### src/rtl/mem_access_unit_pkg.sv
// Shared MEM-stage definitions: opcodes, access sizes, write-back selects, FSM states.
package mem_access_unit_pkg;

  localparam logic [6:0] OPC_LOAD = 7'b0000011;

  localparam logic [2:0] F3_B  = 3'b000;
  localparam logic [2:0] F3_H  = 3'b001;
  localparam logic [2:0] F3_W  = 3'b010;
  localparam logic [2:0] F3_BU = 3'b100;
  localparam logic [2:0] F3_HU = 3'b101;

  localparam logic [1:0] WD_SEL_ALU  = 2'd0;
  localparam logic [1:0] WD_SEL_DRAM = 2'd1;
  localparam logic [1:0] WD_SEL_PC4  = 2'd2;
  localparam logic [1:0] WD_SEL_EXT  = 2'd3;

  typedef enum logic [1:0] {IDLE, REQ, RESP, DONE} mau_state_e;

endpackage

### src/rtl/mem_access_unit_load_align.sv
// Load data lane selection and sign/zero extension.
module load_align
  import mem_access_unit_pkg::*;
(
  input  logic [31:0] rdata_i,
  input  logic [1:0]  addr_lo_i,
  input  logic [2:0]  funct3_i,
  output logic [31:0] data_o
);

  logic [7:0]  byte_sel;
  logic [15:0] half_sel;

  always_comb begin
    case (addr_lo_i)
      2'd0:    byte_sel = rdata_i[7:0];
      2'd1:    byte_sel = rdata_i[15:8];
      2'd2:    byte_sel = rdata_i[23:16];
      default: byte_sel = rdata_i[31:24];
    endcase
    half_sel = addr_lo_i[1] ? rdata_i[31:16] : rdata_i[15:0];
    case (funct3_i)
      F3_B:    data_o = {{24{byte_sel[7]}}, byte_sel};
      F3_H:    data_o = {{16{half_sel[15]}}, half_sel};
      F3_BU:   data_o = {24'h0, byte_sel};
      F3_HU:   data_o = {16'h0, half_sel};
      default: data_o = rdata_i;
    endcase
  end

endmodule

### src/rtl/mem_access_unit.sv
// MEM stage: single-outstanding req/gnt/rvalid data bus, stall, load align, MEM/WB register.
// Optional MISALIGN_TRAP_EN: misaligned h/w accesses are suppressed and flagged on misalign_o.
module mem_access_unit
  import mem_access_unit_pkg::*;
#(
  parameter int unsigned BUS_TIMEOUT = 255
) (
  input  logic        clk,
  input  logic        rst_n,
  input  logic [31:0] MEMinst,
  input  logic [31:0] MEMpc4,
  input  logic [31:0] MEMext,
  input  logic [31:0] MEMalu_c,
  input  logic [31:0] MEMrf_rD2,
  input  logic [1:0]  MEMwd_sel,
  input  logic        MEMrf_we,
  input  logic        MEMdram_we,
  output logic        dbus_req,
  output logic        dbus_we,
  output logic [31:0] dbus_addr,
  output logic [3:0]  dbus_be,
  output logic [31:0] dbus_wdata,
  input  logic        dbus_gnt,
  input  logic        dbus_rvalid,
  input  logic [31:0] dbus_rdata,
  output logic        stall_o,
  output logic        bus_err,
  output logic [31:0] WBwd,
  output logic [4:0]  WBrd,
  output logic        WBrf_we
`ifdef MISALIGN_TRAP_EN
  ,
  output logic        misalign_o
`endif
);

  localparam int unsigned CW = (BUS_TIMEOUT > 1) ? $clog2(BUS_TIMEOUT) : 1;

  mau_state_e  state_q, state_d;
  logic [CW-1:0] cnt_q, cnt_d;
  logic [31:0] ld_data_q, ld_align;
  logic        abort_q, abort_d, err_q, err_d, mis_q, mis_d;
  logic [31:0] wbwd_q, wb_mux;
  logic [4:0]  wbrd_q;
  logic        wbwe_q;
  logic        is_load, is_store, memop, misaligned, timeout_hit, req_c, stall_c;
  logic [1:0]  size;
  logic [3:0]  be_enc;
  logic [31:0] wdata_enc;
  logic        unused_bits;

  assign is_load  = (MEMinst[6:0] == OPC_LOAD);
  assign is_store = MEMdram_we;
  assign memop    = is_load | is_store;
  assign size     = MEMinst[13:12];

`ifdef MISALIGN_TRAP_EN
  assign misaligned = memop & (((size == 2'b01) & MEMalu_c[0]) |
                               (size[1] & (MEMalu_c[1:0] != 2'b00)));
`else
  assign misaligned = 1'b0;
`endif

  // Timeout compare is a no-op when BUS_TIMEOUT is 0.
  assign timeout_hit = (BUS_TIMEOUT != 0) && (32'(cnt_q) == BUS_TIMEOUT - 1);

  always_comb begin
    case (size)
      2'b00: begin
        be_enc    = 4'b0001 << MEMalu_c[1:0];
        wdata_enc = {4{MEMrf_rD2[7:0]}};
      end
      2'b01: begin
        be_enc    = MEMalu_c[1] ? 4'b1100 : 4'b0011;
        wdata_enc = {2{MEMrf_rD2[15:0]}};
      end
      default: begin
        be_enc    = 4'b1111;
        wdata_enc = MEMrf_rD2;
      end
    endcase
  end

  always_comb begin
    state_d = state_q;
    cnt_d   = cnt_q;
    req_c   = 1'b0;
    stall_c = 1'b0;
    abort_d = 1'b0;
    err_d   = 1'b0;
    mis_d   = 1'b0;
    case (state_q)
      IDLE: begin
        if (memop) begin
          stall_c = 1'b1;
          cnt_d   = '0;
          if (misaligned) begin
            state_d = DONE;
            abort_d = 1'b1;
            mis_d   = 1'b1;
          end else begin
            req_c   = 1'b1;
            state_d = dbus_gnt ? (is_store ? DONE : RESP) : REQ;
          end
        end
      end
      REQ: begin
        stall_c = 1'b1;
        req_c   = 1'b1;
        cnt_d   = cnt_q + CW'(1);
        if (dbus_gnt) begin
          state_d = is_store ? DONE : RESP;
          cnt_d   = '0;
        end else if (timeout_hit) begin
          state_d = DONE;
          abort_d = 1'b1;
          err_d   = 1'b1;
        end
      end
      RESP: begin
        stall_c = 1'b1;
        cnt_d   = cnt_q + CW'(1);
        if (dbus_rvalid) begin
          state_d = DONE;
        end else if (timeout_hit) begin
          state_d = DONE;
          abort_d = 1'b1;
          err_d   = 1'b1;
        end
      end
      default: state_d = IDLE;
    endcase
  end

  load_align u_load_align (
    .rdata_i  (dbus_rdata),
    .addr_lo_i(MEMalu_c[1:0]),
    .funct3_i (MEMinst[14:12]),
    .data_o   (ld_align)
  );

  always_ff @(posedge clk or negedge rst_n) begin
    if (!rst_n) begin
      state_q   <= IDLE;
      cnt_q     <= '0;
      ld_data_q <= '0;
      abort_q   <= 1'b0;
      err_q     <= 1'b0;
      mis_q     <= 1'b0;
    end else begin
      state_q <= state_d;
      cnt_q   <= cnt_d;
      abort_q <= abort_d;
      err_q   <= err_d;
      mis_q   <= mis_d;
      if (state_q == RESP && dbus_rvalid) ld_data_q <= ld_align;
    end
  end

  always_comb begin
    case (MEMwd_sel)
      WD_SEL_ALU:  wb_mux = MEMalu_c;
      WD_SEL_DRAM: wb_mux = ld_data_q;
      WD_SEL_PC4:  wb_mux = MEMpc4;
      default:     wb_mux = MEMext;
    endcase
  end

  always_ff @(posedge clk or negedge rst_n) begin
    if (!rst_n) begin
      wbwd_q <= '0;
      wbrd_q <= '0;
      wbwe_q <= 1'b0;
    end else if (stall_c) begin
      wbwe_q <= 1'b0;
    end else begin
      wbwd_q <= wb_mux;
      wbrd_q <= MEMinst[11:7];
      wbwe_q <= MEMrf_we & ~abort_q;
    end
  end

  // Reset gates the combinational bus outputs so nothing is driven while rst_n is low.
  assign dbus_req   = req_c & rst_n;
  assign stall_o    = stall_c & rst_n;
  assign dbus_we    = dbus_req & is_store;
  assign dbus_addr  = dbus_req ? {MEMalu_c[31:2], 2'b00} : '0;
  assign dbus_be    = dbus_req ? be_enc : '0;
  assign dbus_wdata = (dbus_req & is_store) ? wdata_enc : '0;
  assign bus_err    = err_q;
  assign WBwd       = wbwd_q;
  assign WBrd       = wbrd_q;
  assign WBrf_we    = wbwe_q;

`ifdef MISALIGN_TRAP_EN
  assign misalign_o  = mis_q;
  assign unused_bits = ^MEMinst[31:15];
`else
  assign unused_bits = ^{MEMinst[31:15], mis_q};
`endif

endmodule

### config.mk
export PLATFORM = sky130hd
export DESIGN_NAME = mem_access_unit
export DESIGN_NICKNAME = d
export VERILOG_FILES = /design/src/rtl/mem_access_unit_pkg.sv /design/src/rtl/mem_access_unit_load_align.sv /design/src/rtl/mem_access_unit.sv
export SDC_FILE = /design/constraint.sdc
export NUM_CORES = 1
export LEC_CHECK = 0
export BUFFER_PORTS_ARGS = -buffer_cell sky130_fd_sc_hd__buf_2
export CORE_ASPECT_RATIO = 2
export CORE_MARGIN = 8
export CORE_UTILIZATION = 45
export DETAILED_ROUTE_END_ITERATION = 7
export PLACE_DENSITY = 0.81
export SLEW_MARGIN = 10
export SYNTH_ARGS = -nofsm -noshare
export SYNTH_HDL_FRONTEND = slang
export SYNTH_SLANG_ARGS = --single-unit
### constraint.sdc
create_clock -name clk -period 5.7 [get_ports clk]
set_input_delay 1.14 -clock clk [delete_from_list [all_inputs] [get_ports clk]]
set_output_delay 1.14 -clock clk [all_outputs]
set_load 0.01 [all_outputs]
==> flow_results.org <==
** STA
- Number of max-slew violations in the final report :: 0
- Normalized max-slew margin :: 25.24%
- Final setup slack of the worst path :: 1.426 ns
- Setup-failing EPs final :: 0
- Portion of the clock cycle consumed by the worst path in the final layout :: 74.98%
- Setup TNS :: 0 ns
- RSZ-0062 raised after global routing :: false
- Across the routed clock network, the largest skew measured is 0.006902 ns.
- Minimum hold slack :: 0.4768 ns
- Top achievable clock speed :: 0.2340 GHz
- Transition at the pin with the smallest max-transition slack :: 1.114 ns
- The count of endpoints failing hold in the final timing report is 0.
- The clock period could shrink to 4.274 ns.

** Die
- Total die area :: 16480 um^2
- Row generation in the floorplan step produced 57 rows.
- Starting density of the core :: 46.15%
- Core region area :: 12120 um^2
- The die is 173.7 um tall.
- Top Ports :: 310
- Horizontal extent of the die :: 94.85 um

** Synth
- Synth cell count leaders :: sky130_fd_sc_hd__dfrtp_1 (81), sky130_fd_sc_hd__nor2_1 (67), sky130_fd_sc_hd__nand2_1 (51)
- In the post-synthesis netlist, the biggest area contributors are sky130_fd_sc_hd__dfrtp_1 (36%), sky130_fd_sc_hd__mux4_2 (14%), sky130_fd_sc_hd__mux2_2 (6.2%).
- In the post-synthesis netlist, the cell with the most instances is sky130_fd_sc_hd__dfrtp_1.
- Combinational family with the most area after synthesis :: multiplexers
- Instance count of the mapped netlist :: 568
- Simple-Gate Fraction of Synth Area :: 17.49%
- Area share of the largest cell type after synthesis :: 36.23%
- Dominant register cell in the synthesized netlist :: sky130_fd_sc_hd__dfrtp_1
- Number of enable flip-flop cells after synthesis :: 0
- The synthesized design spends more area on one cell type than any other, namely sky130_fd_sc_hd__dfrtp_1.
- Sequential elements use 36.23% of the synthesized area.
- The synthesized design contains 81 register bits.
- Counting distinct cell types in the post-synthesis netlist gives 50.
- FFs w/ async S/R, synth :: 100.0%
- Fraction of synthesized area in multiplexers :: 24.93%
- Netlist area before placement :: 5595 um^2
- A synthesized cell averages 9.851 um^2.
- After Yosys synthesis, XOR and XNOR cells account for 0% of the synthesized area.
- Warnings from Yosys :: 0
- Summing the areas of all compound-gate instances in the mapped netlist gives 15.61% of the synthesized area.
- Post-Synth Adder-Cell Area :: 1.342%

** Routing
- Overall routed net length :: 20.50 mm
- First-iteration detailed-routing DRC count :: 302
- Via Count :: 5706
- Number of vias per cell :: 5.817
- For this run, design rule violations remaining after detail routing come to 0.
- Dividing the detail-routed wire length by the instance count gives 20.89 um.
- DRT antenna net count :: 0
- The first TritonRoute pass finished after 4 iterations.

** Final layout
- Fin area :: 7378 um^2
- The final layout contains 1034 nets.
- Cells with a size suffix above 1 make up 47.42% of the layout.
- Area growth syn-to-layout :: 31.87%
- In the final layout, the multi-input gates occupy 3338 um^2.
- Area used by sequential logic in the layout :: 2027 um^2
- The filler cells instantiated in the layout total 1106.
- Cells fill 60.86% of the core in the end.

** Pwr
- In this run the power density over the cells is 433.1 nW/um^2.
- Leak pwr :: 3.719 nW
- Peak VDD IR :: 0.0003692 V

** Global routing
- Vias in the first global route :: 6050
- First-pass GRT wire length :: 31.37 mm
- Maximum number of pins on one net before global-route repair :: 56
- Overflow left after global routing :: 0
- GR Util All Layers :: 24.52%
- The number of antenna violations at the first check in global routing was 2.

** Clocking
- Total clock buffers created by CTS :: 9
- CTS tree :: built
- The longest clock path from root to sink contains 2 buffers.
- Maximum level of the CTS H-tree :: 3
- CTS-repair resized insts :: 0
- CTS placed an instance of sky130_fd_sc_hd__clkbuf_16 at the clock tree root.
- Insertion delay of the later-clocked pin in the worst-skew pair :: 0.33 ns
- The number of setup buffers added after CTS is 0.
- In this run, post-CTS hold repair placed 0 buffers.
- The clock drives 81 sinks.
- Worst-path clk slew :: 0.07 ns

** Critical path
- Startpoint class of the critical path :: primary input
- For the worst setup path, the data required time is 4.56 ns.
- Data on the critical path arrives at its endpoint at 3.13 ns.
- The worst setup path is of the primary input to output port kind.
- Of all nets on the critical path, the largest fanout is 30.
- STA classifies the critical path endpoint as an output port.

** Flow run
- Reported max-cap violation count :: 0

** Place
- Pre-CTS setup slack :: 1.465 ns
- Routability-driven placement finished with a final weighted congestion of 0.8870.
- DP HPWL :: 16.65 mm
- Placed cell area :: 7071 um^2
- Number of input and output port buffers inserted :: 290

** Hold path
- The tightest min-delay check is of the flip-flop to flip-flop type.

** Outcome
- The flow ran to the end, and the final reports show no timing, DRC or antenna violations.
cell families (layout without fill, tap and decap cells):
| group | Yosys count | in the layout |
|---|---|---|
| other | 1 | 3 |
| AND/OR/NAND/NOR | 204 | 204 |
| buffers and inverters | 55 | 319 |
| adder cells (fa/ha/maj) | 6 | 6 |
| multiplexers | 89 | 89 |
| flip-flops | 81 | 81 |
| AO/OA/AOI/OAI | 132 | 132 |
routing by layer:
| metal | up-vias | part of all wire (%) | track usage [%] |
|---|---|---|---|
| li1 | 2638 | - | - |
| met1 | 2706 | 33 | 23.99 |
| met2 | 292 | 54 | 44.02 |
| met3 | 68 | 7.6 | 5.770 |
| met4 | 2 | 5.5 | 15.08 |
| met5 | - | 0.049 | 0 |
metrics by stage:
stage | std cells | power [mW]
2_1_floorplan | 569 | 2.065
3_3_place_gp | 964 | 2.559
3_5_place_dp | 964 | 2.622
4_1_cts | 980 | 3.220
5_1_grt | 981 | 3.405
6_report | 981 | 3.196
sequential cells by signal (all words and copies together) (netlist names):
signal,flops
bus_err,1
WBwd,32
WBrf_we,1
cnt_q,8
WBrd,5
ld_data_q,32
state_q,2
critical path, stage by stage:
cell and delay, ns:
sky130_fd_sc_hd__buf_2 0.10, sky130_fd_sc_hd__or4_4 0.56, sky130_fd_sc_hd__o21bai_1 0.20, sky130_fd_sc_hd__a21o_1 0.72, sky130_fd_sc_hd__and3_1 0.27, sky130_fd_sc_hd__buf_2 0.14
cells in the final DEF, fill, tap and decap left out, drive strengths merged, types with 11 or more instances in the layout:
cell,netlist,layout
buf,17,295
dfrtp,81,81
nor2,68,68
nand2,51,51
a21oi,44,44
mux2,39,39
mux4,34,34
and3,32,32
a211oi,25,25
o21ai,22,22
mux2i,16,16
nor3,16,16
a221oi,11,11
clkbuf,30,11
path summary, 6_finish.rpt:
check	slack, ns	from	cells after the start	endpoint
hold reg to reg	0.48	cnt_q[7]	1	cnt_q[7]
max in group asynchronous	4.17	rst_n	2	WBwd[24]
setup / recovery	1.43	MEMinst[2]	6	dbus_addr[7]
setup reg to reg	3.39	state_q[0]	6	ld_data_q[21]
hold / removal	0.48	cnt_q[7]	1	cnt_q[7]
min in group asynchronous	0.64	rst_n	1	cnt_q[2]
layout make-up:
| type | instances | area share [%] |
|---|---|---|
| timing repair buffer | 295 | 20.21 |
| clock buffer | 11 | 3.290 |
| clock inverter | 5 | 0.8479 |
| antenna | 1 | 0.03392 |
| tap | 147 | 2.493 |
| inverter | 8 | 0.4070 |
| sequential | 81 | 27.47 |
| multi-input combinational | 433 | 45.24 |
power breakdown:
| group | internal, mW | leakage (nW) | switching (mW) |
|---|---|---|---|
| sequential | 0.853 | 0.961 | 0.168 |
| clock | 0.355 | 0.143 | 0.236 |
| combinational | 0.754 | 2.62 | 0.829 |
No activity file was read; power rests on OpenSTA's default activity.
